--- src/rtl/hazard_pkg.sv ---
// rtl/hazard_pkg.sv - shared encodings for the pipeline hazard controller
package hazard_pkg;

  localparam logic [1:0] FWD_RF = 2'b00;
  localparam logic [1:0] FWD_W  = 2'b01;
  localparam logic [1:0] FWD_M  = 2'b10;

  typedef enum logic [1:0] {
    MEM_IDLE = 2'd0,
    MEM_WAIT = 2'd1,
    MEM_ERR  = 2'd2
  } mem_state_e;

  // Younger producer (M) wins over older (W); $0 is hardwired and never forwarded.
  function automatic logic [1:0] fwd_sel(
    input logic [4:0] src,
    input logic [4:0] wr_m,
    input logic       rw_m,
    input logic [4:0] wr_w,
    input logic       rw_w
  );
    if (rw_m && (wr_m != 5'd0) && (wr_m == src))
      return FWD_M;
    else if (rw_w && (wr_w != 5'd0) && (wr_w == src))
      return FWD_W;
    else
      return FWD_RF;
  endfunction

endpackage

--- src/rtl/hazard_mem_fsm.sv ---
// rtl/hazard_mem_fsm.sv - data-memory handshake sequencer with wait counter and sticky timeout
module hazard_mem_fsm
  import hazard_pkg::*;
#(
  parameter int MEM_TIMEOUT = 15,
  parameter int TCNT_W      = 8
) (
  input  logic clk,
  input  logic rst,
  input  logic mem_access_M,
  input  logic dmem_ready,
  output logic dmem_req,
  output logic mem_stall,
  output logic mem_err
);

  mem_state_e        state, state_next;
  logic [TCNT_W-1:0] count, count_next;
  logic              err_q, err_next;

  always_ff @(posedge clk) begin
    if (rst) begin
      state <= MEM_IDLE;
      count <= '0;
      err_q <= 1'b0;
    end else begin
      state <= state_next;
      count <= count_next;
      err_q <= err_next;
    end
  end

  always_comb begin
    state_next = state;
    count_next = count;
    err_next   = err_q;
    case (state)
      MEM_IDLE: begin
        if (mem_access_M && !dmem_ready) begin
          state_next = MEM_WAIT;
          count_next = '0;
        end
      end
      MEM_WAIT: begin
        if (dmem_ready) begin
          state_next = MEM_IDLE;
        end else if (count == TCNT_W'(MEM_TIMEOUT - 1)) begin
          state_next = MEM_ERR;
          err_next   = 1'b1;
        end else begin
          count_next = count + TCNT_W'(1);
        end
      end
      MEM_ERR: begin
        state_next = MEM_ERR;
      end
      default: begin
        state_next = MEM_IDLE;
      end
    endcase
  end

  // Outputs are forced low during reset so an abandoned access drops its request immediately.
  assign dmem_req  = !rst && mem_access_M && (state != MEM_ERR);
  assign mem_stall = !rst && ((mem_access_M && !dmem_ready && (state != MEM_ERR)) ||
                              (state == MEM_ERR));
  assign mem_err   = !rst && err_q;

endmodule

--- src/rtl/hazard_unit.sv ---
// rtl/hazard_unit.sv - forwarding, stall/flush priority and memory freeze control
// Optional perf counters enabled by defining HAZARD_PERF_CNT_EN.
module hazard_unit
  import hazard_pkg::*;
#(
  parameter int MEM_TIMEOUT = 15,
  parameter int TCNT_W      = 8
) (
  input  logic       clk,
  input  logic       rst,
  input  logic [4:0] rs_D,
  input  logic [4:0] rt_D,
  input  logic [4:0] rs_E,
  input  logic [4:0] rt_E,
  input  logic [4:0] write_reg_E,
  input  logic       reg_write_E,
  input  logic       mem_to_reg_E,
  input  logic [4:0] write_reg_M,
  input  logic       reg_write_M,
  input  logic [4:0] write_reg_W,
  input  logic       reg_write_W,
  input  logic       pc_src_M,
  input  logic       mem_access_M,
  input  logic       dmem_ready,
  output logic [1:0] forward_a_E,
  output logic [1:0] forward_b_E,
  output logic       stall_F,
  output logic       stall_D,
  output logic       stall_E,
  output logic       stall_M,
  output logic       flush_D,
  output logic       flush_E,
  output logic       flush_W,
  output logic       dmem_req,
  output logic       mem_err
`ifdef HAZARD_PERF_CNT_EN
  ,
  output logic [31:0] perf_stall_cyc,
  output logic [31:0] perf_flush_evt
`endif
);

  logic mem_stall;
  logic load_use;

  hazard_mem_fsm #(
    .MEM_TIMEOUT (MEM_TIMEOUT),
    .TCNT_W      (TCNT_W)
  ) u_mem_fsm (
    .clk          (clk),
    .rst          (rst),
    .mem_access_M (mem_access_M),
    .dmem_ready   (dmem_ready),
    .dmem_req     (dmem_req),
    .mem_stall    (mem_stall),
    .mem_err      (mem_err)
  );

  always_comb begin
    forward_a_E = FWD_RF;
    forward_b_E = FWD_RF;
    if (!rst) begin
      forward_a_E = fwd_sel(rs_E, write_reg_M, reg_write_M, write_reg_W, reg_write_W);
      forward_b_E = fwd_sel(rt_E, write_reg_M, reg_write_M, write_reg_W, reg_write_W);
    end
  end

  assign load_use = reg_write_E && mem_to_reg_E && (write_reg_E != 5'd0) &&
                    ((write_reg_E == rs_D) || (write_reg_E == rt_D));

  // Memory freeze dominates; a branch held in frozen M fires once the freeze lifts.
  always_comb begin
    stall_F = 1'b0;
    stall_D = 1'b0;
    stall_E = 1'b0;
    stall_M = 1'b0;
    flush_D = 1'b0;
    flush_E = 1'b0;
    flush_W = 1'b0;
    if (!rst) begin
      if (mem_stall) begin
        stall_F = 1'b1;
        stall_D = 1'b1;
        stall_E = 1'b1;
        stall_M = 1'b1;
        flush_W = 1'b1;
      end else if (pc_src_M) begin
        flush_D = 1'b1;
        flush_E = 1'b1;
      end else if (load_use) begin
        stall_F = 1'b1;
        stall_D = 1'b1;
        flush_E = 1'b1;
      end
    end
  end

`ifdef HAZARD_PERF_CNT_EN
  always_ff @(posedge clk) begin
    if (rst) begin
      perf_stall_cyc <= '0;
      perf_flush_evt <= '0;
    end else begin
      if (stall_F)
        perf_stall_cyc <= perf_stall_cyc + 32'd1;
      if (pc_src_M && !mem_stall)
        perf_flush_evt <= perf_flush_evt + 32'd1;
    end
  end
`endif

endmodule

--- config.mk ---
export PLATFORM = sky130hd
export DESIGN_NAME = hazard_unit
export DESIGN_NICKNAME = d
export VERILOG_FILES = /design/src/rtl/hazard_pkg.sv /design/src/rtl/hazard_mem_fsm.sv /design/src/rtl/hazard_unit.sv
export SDC_FILE = /design/constraint.sdc
export NUM_CORES = 1
export LEC_CHECK = 0
export BUFFER_PORTS_ARGS = -buffer_cell sky130_fd_sc_hd__buf_4
export CELL_PAD_IN_SITES_DETAIL_PLACEMENT = 0
export CELL_PAD_IN_SITES_GLOBAL_PLACEMENT = 1
export CORE_UTILIZATION = 25
export DETAILED_ROUTE_END_ITERATION = 16
export PLACE_DENSITY_LB_ADDON = 0.3
export SYNTH_ARGS = -nofsm -noshare
export SYNTH_HDL_FRONTEND = slang
export SYNTH_SLANG_ARGS = --single-unit
--- constraint.sdc ---
create_clock -name clk -period 1.8 [get_ports clk]
set_input_delay 0.09 -clock clk [delete_from_list [all_inputs] [get_ports clk]]
set_output_delay 0.09 -clock clk [all_outputs]
set_load 0.005 [all_outputs]
-- Yosys cells after proc, flatten, opt, wreduce, memory -nomap -nowiden
Index checks and enable logic that the tools add are counted.
- input bits: 44
- output and inout port bits: 13
- register bits: 11
- logic and storage cells: 72
- eq/ne operators: 14
- bitwise logic cells: 1
- muxes and demuxes: 26
- add/sub/neg operators: 1
- reduce and logical (&&, ||, !) cells: 27
- operator list (operator ; number):
    $eq 5x5->1 ; 6
    $mux 8 ; 3
    $pmux 8 s2 ; 1
    $logic_and 1x1->1 ; 15
    $reduce_bool 5->1 ; 3
    $mux 1 ; 14
    $mux 2 ; 7
    $add 8x1->8 const B ; 1
    $eq 8x4->1 const B ; 1
    $ne 2x2->1 const B ; 3
    $pmux 2 s3 ; 1
    $reduce_and 4->1 ; 1
    $ne 3x2->1 const B ; 1
    $reduce_and 3->1 ; 1
    $eq 2x1->1 const B ; 1
    $eq 2x2->1 const B ; 1
    $logic_not 1->1 ; 2
    $logic_not 2->1 ; 1
    $logic_or 1x1->1 ; 2
    $ne 2x1->1 const B ; 1
    $reduce_and 2->1 ; 1
    $reduce_bool 2->1 ; 1
    $not 1->1 ; 1

-- Longest topological paths before layout
- word-level depth: 7
- depth in mapped cells: 6
- depth with buffers taken out: 5

-- Cells and area by module
From an unflattened synthesis, not the netlist that was laid out.
- cells, all modules: 137
- area, all modules: 1102.3 um2
- by module, submodules not included (module ; instances ; cells an instance ; sequential area each (um2) ; area each (um2)):
    hazard_mem_fsm ; 1 ; 73 ; 220.2 ; 623.1
    hazard_unit ; 1 ; 64 ; 0.0 ; 479.2

-- Worst setup path after synthesis
OpenSTA, ideal clock, no wires.
- kind: flip-flop to flip-flop
- start: reg u_mem_fsm.count[0]
- end: reg u_mem_fsm.count[2]
- path buffers: 1
- arrival time: 1442 ps
- period minus slack after synthesis: 1513 ps
- library setup time: 71 ps
- cell stages (with the launch flop): 7
- slack: 287 ps
- required time: 1729 ps
- path through: dfxtp_1 inv_1 ha_1 and4bb_4 buf_6 or4_1 a21oi_1
- longest elaborated chain between the ends: 4
- elaborated cells between the ends (all ways): 7
- classes of those cells: 1 x add/sub; 2 x eq/ne; 3 x mux; 1 x reduce/logical
- ends and longest elaborated chain (element ; RTL line ; RTL):
    start, declared ; hazard_mem_fsm.sv:18 ; logic [TCNT_W-1:0] count, count_next;
    start signal, assigned ; hazard_mem_fsm.sv:28 ; count <= count_next;
    $add 8x1->8 ; hazard_mem_fsm.sv:51 ; count_next = count + TCNT_W'(1);
    $mux 8 ; hazard_mem_fsm.sv:47 ; end else if (count == TCNT_W'(MEM_TIMEOUT - 1)) begin
    $mux 8 ; hazard_mem_fsm.sv:45 ; if (dmem_ready) begin
    $pmux 8 s2 ; hazard_mem_fsm.sv:37 ; case (state)
Several ways; a longest one is shown, not always the timed one. The select of a mux whose other input is x is not followed.
A chain may end at the register's enable or synchronous reset.

-- Worst setup path after layout
- start: reg u_mem_fsm.count[0]
- end: reg u_mem_fsm.count[3]
The elaborated chain is that of the path after synthesis.

==> summary.txt <==
Outcome
  • Status: completed

Power
  • Power Density: between 400 and 500 nW/um^2
  • Worst VDD drop: 0.152 mV
  • Leak: 0.632 nW
  • Power, Total: 726 uW

Finish
  • Most common cell after layout, fill and taps aside: buf_4
  • FF/Latch Area: 220 sq um
  • N_diodes: 0
  • Multi-input gate area: 768 sq um
  • Layout Nets: between 200 and 250
  • Most frequent cells in the layout: buf_4 (57), xor2_1 (20), xnor2_1 (11), dfxtp_1 (11), a21oi_1 (9)
  • Fillers: 415
  • Share of cells above drive strength 1: between 30% and 40%
  • Area grow syn2layout: 47.7%
  • Final Cell Area: 1540 sq um
  • Final core utilization: around 39%

Synthesis
  • Post-synthesis sequential area ratio: 21.1%
  • Mapped Area: 1040 sq um
  • Primary FF master, synth: dfxtp_1
  • Post-synth cell types: 34
  • Syn Nets: 177
  • Post-synth EDFFs: 0
  • Post-Syn Area per Cell: roughly 8 sq um
  • FF+latch count, synth: 11
  • Synth async-reset ratio: 0%
  • Yosys Warn Count: 0
  • Mapped Cells: 131

Clock tree
  • Worst skew pair latency: 0.24 ns
  • Setup Fix Bufs, Post-CTS: 0
  • CTS root buf: clkbuf_8
  • TritonCTS clock tree: yes
  • Clock sink count: 11
  • TritonCTS Buffers: 3
  • Cts hold-fix bufs: 0
  • Clock transition at the registers of the reported paths: 0.05 ns
  • Number of H-tree levels: 1
  • Clock buffer depth: 2
  • Post-CTS Resized: 0

Timing
  • RSZ-0062 raised after global routing: false
  • FMAX: between 600 and 700 MHz
  • Tcrit/Tclk final: 88.3%
  • Actual slew at the worst max-slew pin: 0.397 ns
  • Clock skew: around 0.0042 ns
  • TNS Setup: 0 ns
  • Final hold violations: 0
  • Final Slew Violations: 0
  • Finish-stage setup viols: 0
  • Fin crit period: between 1.5 and 2 ns
  • Fin worst setup slack: 0.211 ns
  • Rel. slew slack: 73.2%

Critical path
  • Worst Setup EP: u_mem_fsm.count[3]$_SDFFE_PP0P_
  • Crit start category: register
  • Worst R2R Path Depth: 5
  • Crit path required time: 1.98 ns
  • FF-to-FF End: u_mem_fsm.count[3]$_SDFFE_PP0P_
  • FF-to-FF Start: u_mem_fsm.count[0]$_SDFFE_PP0P_
  • R2R setup slack: ~0.21 ns
  • Worst setup path start: u_mem_fsm.count[0]$_SDFFE_PP0P_
  • Crit path capture type: register
  • Critical path peak fanout: 12
  • Critical path type: reg2reg
  • Critical path data arrival time: 1.76 ns

Drt
  • Vias post-DR: 1128
  • Drt wl/cell: 11.9 um
  • DR vias/cell: approximately 4.8
  • Initial DRC Count: 39
  • Drt drc: 0
  • TritonRoute pass-1 iters: 4
  • Routed Antenna Nets: 0
  • WL final: approximately 2.8 mm

Global route
  • Global-route wire length before repair: around 4.5 mm
  • Vias in the first global route: 1095
  • Largest net degree at the start of global routing: 13
  • Overall routing resource usage: 13.2%
  • Global route overflow: 0
  • Initial antenna violation count: 0

Floorplanning
  • Starting density of the core: 26.1%
  • Die width: 66.6 um
  • Io pins: 57
  • # rows: 23
  • DIE AREA: ~4400 sq um
  • Chip height: 66.6 um
  • Core region area: 4000 sq um

Hold path
  • Hold Crit Class: in2reg

Placed design
  • Area post-placement: ~1500 sq um
  • IO Port Bufs: 56
  • Final GP Congestion: 0.813
  • Dpl hpwl: 2.46 mm
  • Pre-CTS setup slack: ~0.22 ns

Flow run
  • Max Cap Viol: 0
==> layout make-up <==
cell class | count | area share, %
multi-input cells | 110 | 49.8
repair buffers | 57 | 27.7
flip-flops and latches | 11 | 14.3
well taps | 50 | 4.06
clock buffers | 4 | 2.92
inverters | 5 | 1.22
==> stage by stage <==
stage               hold slack [ns]  std cells
finish                       0.0904        237
global route                  0.108        237
CTS                          0.0905        237
detailed placement            0.345        233
global placement              0.339        233
floorplan                     0.260        131
==> metal layers <==
metal  part of all wire (%)  track usage, %  wire, um  vias to the layer above
met3                    6.5            2.74       183                        2
met5                      0               0         0                        -
li1                       -               -         -                      586
met4                   0.49            3.19        14                        0
met1                     41            13.7      1150                      495
met2                     52            26.1      1480                       45
==> logic make-up (layout without fill, tap and decap cells) <==
| kind of cell | after synthesis | in the layout | share of synthesized area [%] |
|---|---|---|---|
| compound gates | 23 | 23 | 13.8 |
| flops | 11 | 11 | 21.1 |
| simple gates | 54 | 54 | 31.4 |
| fa+ha+maj | 2 | 2 | 2.39 |
| buf+inv | 10 | 66 | 5.39 |
| xor+xnor | 31 | 31 | 26.0 |
==> registers in the layout, indices dropped and copies added (netlist names) <==
signal / cells
u_mem_fsm.count: 8
u_mem_fsm.err_q: 1
u_mem_fsm.state: 2
==> cell usage after synthesis, types with 3 or more instances <==
| library cell | n | share of area, % |
|---|---|---|
| nand3_1 | 7 | 3.4 |
| o31ai_1 | 4 | 2.9 |
| xnor2_1 | 11 | 9.2 |
| o21ai_0 | 4 | 1.9 |
| nand2_1 | 8 | 2.9 |
| or3_1 | 3 | 1.8 |
| nor2_1 | 7 | 2.5 |
| nor3_1 | 6 | 2.9 |
| a21oi_1 | 9 | 4.3 |
| buf_4 | 3 | 2.2 |
| dfxtp_1 | 11 | 21 |
| or4_1 | 7 | 5.0 |
| xor2_1 | 20 | 17 |
| inv_1 | 4 | 1.4 |
==> power breakdown <==
group | switching, mW | leakage, nW | internal (mW)
sequential | 0.00420 | 0.0889 | 0.247
combinational | 0.0991 | 0.520 | 0.126
clock | 0.0940 | 0.0228 | 0.156
total | 0.197 | 0.632 | 0.528
==> worst min path at each step <==
stage | depth (start not counted) | end | from | slack [ns]
2_1_floorplan | 1 | stall_D | pc_src_M | 0.26
3_3_place_gp | 2 | u_mem_fsm.state[1]$_SDFFE_PP0P_ | rst | 0.34
3_5_place_dp | 2 | u_mem_fsm.err_q$_SDFFE_PP0P_ | rst | 0.34
4_1_cts | 2 | u_mem_fsm.err_q$_SDFFE_PP0P_ | rst | 0.09
5_1_grt | 2 | u_mem_fsm.count[1]$_SDFFE_PP0P_ | rst | 0.11
6_report | 2 | u_mem_fsm.err_q$_SDFFE_PP0P_ | rst | 0.09
==> critical path, cell delays in order, from the launching register on <==
cell	delay, ns
dfxtp_1	0.41
inv_1	0.07
ha_1	0.19
and4bb_4	0.23
or4_1	0.47
a21oi_1	0.15
No activity file was read; power rests on OpenSTA's default activity.
